===== src/rtl/sid_audio_i2s.sv =====
// SID audio output: box-car decimator, one-entry holding buffer, mono I2S (Philips) transmitter.
// Latency: o_sample_valid 1 clk after the last contributing phi1 tick; a held sample goes out from the next frame start.
// Backpressure: none; a held sample overwritten before a frame start is dropped and flagged in sticky o_overrun.
module sid_audio_i2s #(
  parameter int DECIM_LOG2 = 5,
  parameter int BCLK_HALF  = 8
) (
  input  logic        clk,
  input  logic        rst_n,
  input  logic        clk_1mhz_ph1_en,
  input  logic [15:0] i_wave,
  input  logic        i_overrun_clr,
  output logic [15:0] o_sample,
  output logic        o_sample_valid,
  output logic        o_overrun,
  output logic        o_i2s_bclk,
  output logic        o_i2s_lrclk,
  output logic        o_i2s_sdata
);

  localparam int AW = 16 + DECIM_LOG2;
  localparam int DW = $clog2(BCLK_HALF);

  // Decimator state
  logic signed [AW-1:0]   acc;
  logic signed [AW-1:0]   sum;
  logic [DECIM_LOG2-1:0]  cnt;

  // Holding buffer and frame word
  logic [15:0] hold;
  logic        hold_full;
  logic [15:0] frame_w;

  // I2S timing
  logic [DW-1:0] div;
  logic          bclk_tick;
  logic          bclk_fall;
  logic          bclk;
  logic [4:0]    slot;
  logic [4:0]    slot_nxt;
  logic [3:0]    bit_idx;
  logic          frame_start;
  logic          lrclk;
  logic          sdata;

  // The accumulator is wide enough for 2^DECIM_LOG2 full-scale samples, so it never overflows.
  assign sum = acc + {{DECIM_LOG2{i_wave[15]}}, i_wave};

  // Accumulate phi1 samples; on the last tick of a block emit the mean and restart.
  // The top 16 bits of the sum are exactly sum >>> DECIM_LOG2 (floor division).
  always_ff @(posedge clk or negedge rst_n) begin
    if (!rst_n) begin
      acc            <= '0;
      cnt            <= '0;
      o_sample       <= '0;
      o_sample_valid <= 1'b0;
    end else begin
      o_sample_valid <= 1'b0;
      if (clk_1mhz_ph1_en) begin
        if (cnt == '1) begin
          o_sample       <= sum[AW-1:DECIM_LOG2];
          o_sample_valid <= 1'b1;
          acc            <= '0;
          cnt            <= '0;
        end else begin
          acc <= sum;
          cnt <= cnt + 1'b1;
        end
      end
    end
  end

  assign bclk_tick   = (div == DW'(BCLK_HALF - 1));
  assign bclk_fall   = bclk_tick & bclk;
  assign slot_nxt    = slot + 5'd1;
  assign frame_start = bclk_fall && (slot == 5'd31);
  // Slot s carries W[(16 - s) mod 16]: slots 1-16 give W[15:0], 17-31 give W[15:1],
  // and slot 0 gives W[0] of the word still in place at the frame-start edge.
  assign bit_idx     = 4'd0 - slot_nxt[3:0];

  // Free-running bit clock divider; BCLK starts low and first rises BCLK_HALF clk after reset.
  always_ff @(posedge clk or negedge rst_n) begin
    if (!rst_n) begin
      div  <= '0;
      bclk <= 1'b0;
    end else begin
      div  <= bclk_tick ? '0 : div + 1'b1;
      bclk <= bclk ^ bclk_tick;
    end
  end

  // Advance the slot and launch lrclk/sdata on BCLK falling edges only.
  always_ff @(posedge clk or negedge rst_n) begin
    if (!rst_n) begin
      slot  <= '0;
      lrclk <= 1'b0;
      sdata <= 1'b0;
    end else if (bclk_fall) begin
      slot  <= slot_nxt;
      lrclk <= slot_nxt[4];
      sdata <= frame_w[bit_idx];
    end
  end

  // Holding buffer: frame start drains it first, a same-clk new sample then refills it without overrun.
  always_ff @(posedge clk or negedge rst_n) begin
    if (!rst_n) begin
      hold      <= '0;
      hold_full <= 1'b0;
      frame_w   <= '0;
      o_overrun <= 1'b0;
    end else begin
      if (frame_start && hold_full) begin
        frame_w <= hold;
      end
      if (o_sample_valid) begin
        hold      <= o_sample;
        hold_full <= 1'b1;
      end else if (frame_start) begin
        hold_full <= 1'b0;
      end
      // Setting the sticky flag wins over a simultaneous clear.
      if (o_sample_valid && hold_full && !frame_start) begin
        o_overrun <= 1'b1;
      end else if (i_overrun_clr) begin
        o_overrun <= 1'b0;
      end
    end
  end

  assign o_i2s_bclk  = bclk;
  assign o_i2s_lrclk = lrclk;
  assign o_i2s_sdata = sdata;

endmodule


===== config.mk =====
export PLATFORM = sky130hd
export DESIGN_NAME = sid_audio_i2s
export DESIGN_NICKNAME = d
export VERILOG_FILES = /design/src/rtl/sid_audio_i2s.sv
export SDC_FILE = /design/constraint.sdc
export NUM_CORES = 1
export LEC_CHECK = 0
export ABC_AREA = 1
export BUFFER_PORTS_ARGS = -buffer_cell sky130_fd_sc_hd__buf_4
export CORE_MARGIN = 1
export CORE_UTILIZATION = 40
export CTS_BUF_LIST = sky130_fd_sc_hd__clkbuf_8
export CTS_CLUSTER_DIAMETER = 150
export DETAILED_ROUTE_END_ITERATION = 7
export MAX_ROUTING_LAYER = met4
export PLACE_DENSITY = 0.54
export SETUP_SLACK_MARGIN = 0.02
export SLEW_MARGIN = 10
export SYNTH_ARGS = -nofsm -noshare
export SYNTH_HDL_FRONTEND = slang
export SYNTH_SLANG_ARGS = --single-unit

===== constraint.sdc =====
create_clock -name clk -period 3.51 [get_ports clk]
set_clock_uncertainty 0.2 [all_clocks]
set_input_delay 0.702 -clock clk [delete_from_list [all_inputs] [get_ports clk]]
set_output_delay 0.702 -clock clk [all_outputs]
set_load 0.05 [all_outputs]

==> flow_summary.ini, run 1 <==
[critical_path]
end_kind = register
crit_required_ps = 3590
cp.arrival_ps = 2520
path_class = register to register
startpoint_type = register
critPathMaxFanout = 32

[status]
status = completed

[synth]
async_flop_share_pct = 100
synth_top_family_by_area = simple AND/OR/NAND/NOR gates
synth_common_cells = nand2_1 (240), dfrtp_1 (87), inv_1 (66)
syn_nets = 679
synthFlopType = dfrtp_1
synth-seq-cells = 87
synthSimpleGateAreaFrac_pct = 30.9
yosys.area.top_type = dfrtp_1
synth_edf_count = 0
yosysWarnings = 0
synthMuxAreaShare_pct = 0
ys_seq_area_share_pct = 44.6
synth_top_area_share_pct = 44.6
synth_xor_area_share_pct = 1.62
synth-adder-area-share_pct = 7.33
avgSynthCellArea_sq_um = 7.73
synth.area.top_cells = dfrtp_1 (45%), nand2_1 (18%), ha_1 (6.9%), inv_1 (5.1%), o21ai_0 (4.2%)
syn_area_sq_mm = 0.00488
synth_most_common_cell = nand2_1
ys_types = 34
postSynthCellCount = 631
synth_compound_area_share_pct = 8.36

[floorplanning]
fp.coreArea_sq_mm = 0.0117
fp.dieH_microns = 112
die_x_microns = 112
die_area_sq_mm = 0.0126
rows = 39
start_util_pct = 41.8
pin_count = 41

[sta]
slew_headroom_pct = 46.2
worst_pin_slew_ps = 805
setup_slack_ps = 1070
period_minus_slack_ps = 2440
tns_ps = 0
fin_crit_sh_pct = 69.6
slew_viol_final = 0
setup_viol = 0
rsz0062_at_grt = no
hold_violations = 0
fmax_mhz = 409

[cells_and_area]
nNetsFinal = 720
multi_input_area_sq_mm = 0.00235
num-fill-cells = 1187
drive_gt1_share_pct = 13.7
area_growth_pct = 12.9
n_antenna_cell = 0
ff_latch_area_sq_mm = 0.00218
final_area_sq_mm = 0.00551

[global_routing]
antenna_found_initial = 0
grt_pass1_vias = 4005
track_usage_pct = 20.4
overflow = 0
grt_pass1_wl_mm = 19.4
grt_max_degree = 57

[cts]
holdBufCountCts = 0
clk_latency_ps = 380
cts-resized-gates = 0
post_cts_buffers = 0
cts_tree = built
htreeDepth = 3
clkTransAtPathRegs_ps = 90
cts_buffers = 9
cts_max_path_buffers = 2
cts.sinks = 87
clock-root-buffer = clkbuf_8

[hold_path]
min_path_type = input pin to async pin

[power_and_ir_drop]
finalPower_uw = 3940
ir_drop_uv = 387
cellPowerDensity_mw_per_mm2 = 716
power.leakage_uw = 0.00286

[detailed_routing]
wirelength_mm = 11.3
route.detailed.drc = 0
num_vias = 4074
first_pass_iters = 4
avgRoutedWirePerCell_microns = 13.8
drtAntennaViolNets = 0
drtIter0Drc = 208
viasPerCell = 4.97

[job]
drv_cap = 0

[placed_design]
dpl_cell_area_sq_mm = 0.00532
place_ws_ps = 935
dp_hpwl_mm = 8.39
gp_congestion = 0.884
port-buffer-count = 40
## path summary, 6_finish.rpt
path,from,endpoint,slack [ps],depth (start not counted)
max,slot[0],frame_w[4],1070,8
max reg2reg,slot[0],frame_w[4],1070,8
max in group asynchronous,rst_n,hold[4],2230,2
min,rst_n,o_overrun,150,1
min reg2reg,div[0],div[0],230,1
min in group clk,div[0],div[0],230,1
## where the power goes
group	switching [uW]	internal, uW	leakage (uW)	total [uW]
Combinational	1220	658	0.00163	1880
Sequential	153	1230	0.00114	1380
Clock	405	273	0.0000903	677
Total	1780	2160	0.00286	3940
## sequential cells by signal (all words and copies together) (netlist names), 3 cells and up
| signal | flops |
|---|---|
| hold | 16 |
| frame_w | 16 |
| div | 3 |
| o_sample | 16 |
| acc | 21 |
| cnt | 5 |
| slot | 5 |
## worst max-delay path, cell delays in order (launching register included)
cell,delay (ps)
dfrtp_1,630
ha_1,260
nand2_1,60
nor2_1,110
ha_1,150
nand2_1,40
inv_1,90
nand2_1,470
o21ai_0,340
## metal layers
metal | up-vias | global-route usage [%] | share of wire [%]
met5 | - | - | 0
met1 | 1877 | 24.2 | 45
met2 | 87 | 34.1 | 50
met4 | 0 | 6.22 | 1.4
met3 | 13 | 5.18 | 4.0
li1 | 2097 | - | -
## placed cells by master, fill, tap and decap left out, types with 9 or more instances in the layout
master    synthesis  final
buf_4             0     44
a21oi_1          13     13
nand2_1         240    240
dfrtp_1          87     87
clkbuf_8          0      9
nor2_1           28     28
inv_1            66     66
o21ai_0          41     41
ha_1             27     27
nand3_1          35     35
nand3b_1         10     10
## through the flow
stage | util [%] | hold WS, ps | cells
after global placement | 45.6 | 215 | 804
after global routing | 47.2 | 207 | 820
after floorplan | - | 203 | 631
final | 47.2 | 153 | 820
after CTS | 47.2 | 185 | 820
after detailed placement | 45.6 | 224 | 804
## layout make-up
class | instances | share of cell area (%)
clock buffers | 9 | 2.25
clock inverters | 7 | 1.16
inverters | 73 | 5.07
multi-input cells | 457 | 42.8
flip-flops and latches | 87 | 39.5
well taps | 143 | 3.25
repair buffers | 44 | 6.00
## kinds of logic after synthesis
family,after synthesis
compound gates,73
xor+xnor,9
simple gates,347
flops,87
buf+inv,87
fa+ha+maj,28
No activity file was read; power rests on OpenSTA's default activity.
==> run 2: changes to the inputs <==
--- a/config.mk
+++ b/config.mk
@@ -5,7 +5,7 @@
 export SDC_FILE = /design/constraint.sdc
 export NUM_CORES = 1
 export LEC_CHECK = 0
-export ABC_AREA = 1
+export ABC_AREA = 0
 export BUFFER_PORTS_ARGS = -buffer_cell sky130_fd_sc_hd__buf_4
 export CORE_MARGIN = 1
 export CORE_UTILIZATION = 40
@@ -13,7 +13,7 @@
 export CTS_CLUSTER_DIAMETER = 150
 export DETAILED_ROUTE_END_ITERATION = 7
 export MAX_ROUTING_LAYER = met4
-export PLACE_DENSITY = 0.54
+export PLACE_DENSITY = 0.57
 export SETUP_SLACK_MARGIN = 0.02
 export SLEW_MARGIN = 10
 export SYNTH_ARGS = -nofsm -noshare
==> constraint.sdc (replaced) <==
create_clock -name clk -period 2.12 [get_ports clk]
set_clock_uncertainty 0.2 [all_clocks]
set_input_delay 0.424 -clock clk [delete_from_list [all_inputs] [get_ports clk]]
set_output_delay 0.424 -clock clk [all_outputs]
set_load 0.05 [all_outputs]
==> run 2 against run 1 <==
Effect of this change: the run now ends with negative setup slack left; non-clock buffer count grew 76; clock-buffer cell count grew 1; sequential share of layout area shrank 5.2 points; cell area grew 15%; critical path depth grew 1; final cell count shrank 18%; routed wire length shrank 8.7%.
==> flow_summary.ini, run 2 <==
[floorplanning]
start_util_pct = 41.1
die_x_microns = 108
die_area_sq_mm = 0.0116
fp.coreArea_sq_mm = 0.0109
fp.dieH_microns = 108
rows = 38
pin_count = 41

[sta]
fmax_mhz = 391
worst_pin_slew_ps = 439
rsz0062_at_grt = yes
slew_headroom_pct = 70.7
setup_slack_ps = -437
fin_crit_sh_pct = 121
tns_ps = -6590
setup_viol = 31
period_minus_slack_ps = 2560
hold_violations = 0
slew_viol_final = 0

[placed_design]
dp_hpwl_mm = 7.36
gp_congestion = 0.854
port-buffer-count = 40

[hold_path]
min_from = i_overrun_clr
hold_end = o_overrun
holdPathStages = 2
min_path_type = input pin to register

[cells_and_area]
final_common_cell = buf_4
num-fill-cells = 933
area_growth_pct = 41.8
n_antenna_cell = 0
nNetsFinal = 572
final_cell_mix = buf_4 (111), dfrtp_1 (87), mux2_2 (37)
largest_reg_flops = 21
drive_gt1_share_pct = 48.0
largest_register = acc

[detailed_routing]
drtIter0Drc = 106
wirelength_mm = 10.3
viasPerCell = 5.21
num_vias = 3483
first_pass_iters = 6
route.detailed.drc = 0
avgRoutedWirePerCell_microns = 15.5
drtAntennaViolNets = 0

[synth]
synth_top_area_share_pct = 48.6
ys_seq_area_share_pct = 48.6
synth_common_cells = dfrtp_1 (87), mux2_2 (37), nand2_1 (36)
syn_nets = 458
synth_most_common_cell = dfrtp_1
avgSynthCellArea_sq_um = 10.9
postSynthCellCount = 410
async_flop_share_pct = 100
syn_area_sq_mm = 0.00448
synthFlopType = dfrtp_1
yosysWarnings = 0
synth-seq-cells = 87
synth.area.top_cells = dfrtp_1 (49%), mux2_2 (9.3%), ha_1 (7.5%), nand2_1 (3.0%), o21ai_0 (3.0%)
synth_edf_count = 0
ys_types = 51
yosys.area.top_type = dfrtp_1

[critical_path]
critPathMaxFanout = 4
crit_required_ps = 2200
reg2reg_to = acc[20]
cp.buffers_inverters = 0
r2r_start = acc[0]
cpMaxStageDelayCell = dfrtp_1
path_cells = ha_4 -> fa_2 -> a21oi_2 -> o211ai_1 -> a21oi_2 -> o21ai_2 -> o32a_1 -> and3_1 -> a211o_1
path_delay_family = compound AO/OA/AOI/OAI gates
crit_path_frequent_cell = a21oi_2
timing.reg2reg.setup_slack_ps = -440
path_class = register to register
rr_worst_depth = 9
startpoint_type = register
cpPeakStageDelay_ps = 420
cp.arrival_ps = 2630
end_kind = register

[job]
drv_cap = 0

[global_routing]
overflow = 0
track_usage_pct = 19.8
antenna_found_initial = 0
grt_pass1_wl_mm = 17.0
grt_pass1_vias = 3506
grt_max_degree = 40

[cts]
cts_buffers = 9
cts_max_path_buffers = 2
clkTransAtPathRegs_ps = 100
cts_tree = built
htreeDepth = 3
clk_latency_ps = 380
clock-root-buffer = clkbuf_8
cts.sinks = 87

[status]
violations = negative setup slack
status = complete, but fails checks

[power_and_ir_drop]
finalPower_uw = 8460
cellPowerDensity_mw_per_mm2 = 1330
ir_drop_uv = 721
power.leakage_uw = 0.00299
[run 2: cell count changes after synthesis, sizes merged, moves of 6 or more]
cell    before  now
o22ai        0   18
nand3b      10    2
xor2         3   13
a21oi       16   22
mux2         0   37
a21o         0    9
clkbuf       9   16
inv         73   28
nor2        38   12
nand2      245   36
o21ai       48   32
nand3       40    5
[run 2: worst max-delay path by stage]
stage	depth (start not counted)	from	slack, ps	endpoint
finish	9	acc[0]	-440	acc[20]
global route	9	acc[0]	-510	acc[20]
floorplan	9	i_wave[0]	-550	acc[20]
CTS	9	acc[0]	-490	acc[20]
detailed placement	10	i_wave[0]	-730	acc[20]
global placement	10	i_wave[0]	-700	acc[20]
[run 2: area by class of cell]
| class | count | area [sq um] | area share, % |
|---|---|---|---|
| Multi-Input combinational cell | 278 | 2720 | 42.8 |
| Sequential cell | 87 | 2180 | 34.3 |
| Timing Repair Buffer | 120 | 942 | 14.8 |
| Tap cell | 140 | 175 | 2.76 |
| Clock buffer | 10 | 138 | 2.17 |
| Inverter | 28 | 105 | 1.66 |
| Clock inverter | 6 | 92.6 | 1.46 |
[run 2: cell families (layout without fill, tap and decap cells)]
group	Yosys count	count (layout)	synth area share, %
AOI/OAI and AO/OA	110	110	15.9
xor gates and xnor gates	21	21	4.11
buffers and inverters	45	164	3.89
and+or+nand+nor	77	77	7.91
DFF	87	87	48.6
muxes	42	42	11.5
adders and majority gates	28	28	8.00
[run 2: power by group]
group | switching (uW) | internal [uW] | leakage (uW) | total (uW)
clock network | 631 | 702 | 0.000109 | 1330
logic | 2380 | 2430 | 0.00173 | 4800
registers | 316 | 2010 | 0.00115 | 2320
total | 3320 | 5140 | 0.00299 | 8460
[run 2: what timing repair did]
item / CTS / global route
resized for setup: 55 / 34
setup endpoints to repair: 33 / 49
pin swaps: 45 / 35
hold buffers: 1 / 0
setup buffers: 7 / 3
endpoints found under the hold margin: 16 / 0
[run 2: metrics by stage]
stage                     setup slack (ps)  hold slack [ps]  std cells  utilization [%]  area, sq um
after floorplan                       -545            -71.6        410                -         4630
after global placement                -697              121        644             51.1         5570
after detailed placement              -725              121        644             51.1         5570
after CTS                             -490             14.2        667             56.4         6140
after global routing                  -507             44.4        669             58.3         6350
final                                 -437             31.8        669             58.3         6350
[run 2: layer usage]
layer	GRT usage, %	vias to the layer above	wire length, microns
met5	-	-	0
met4	7.05	0	142
met3	3.57	13	266
met2	31.5	48	5110
met1	25.3	1736	4820
li1	-	1686	-
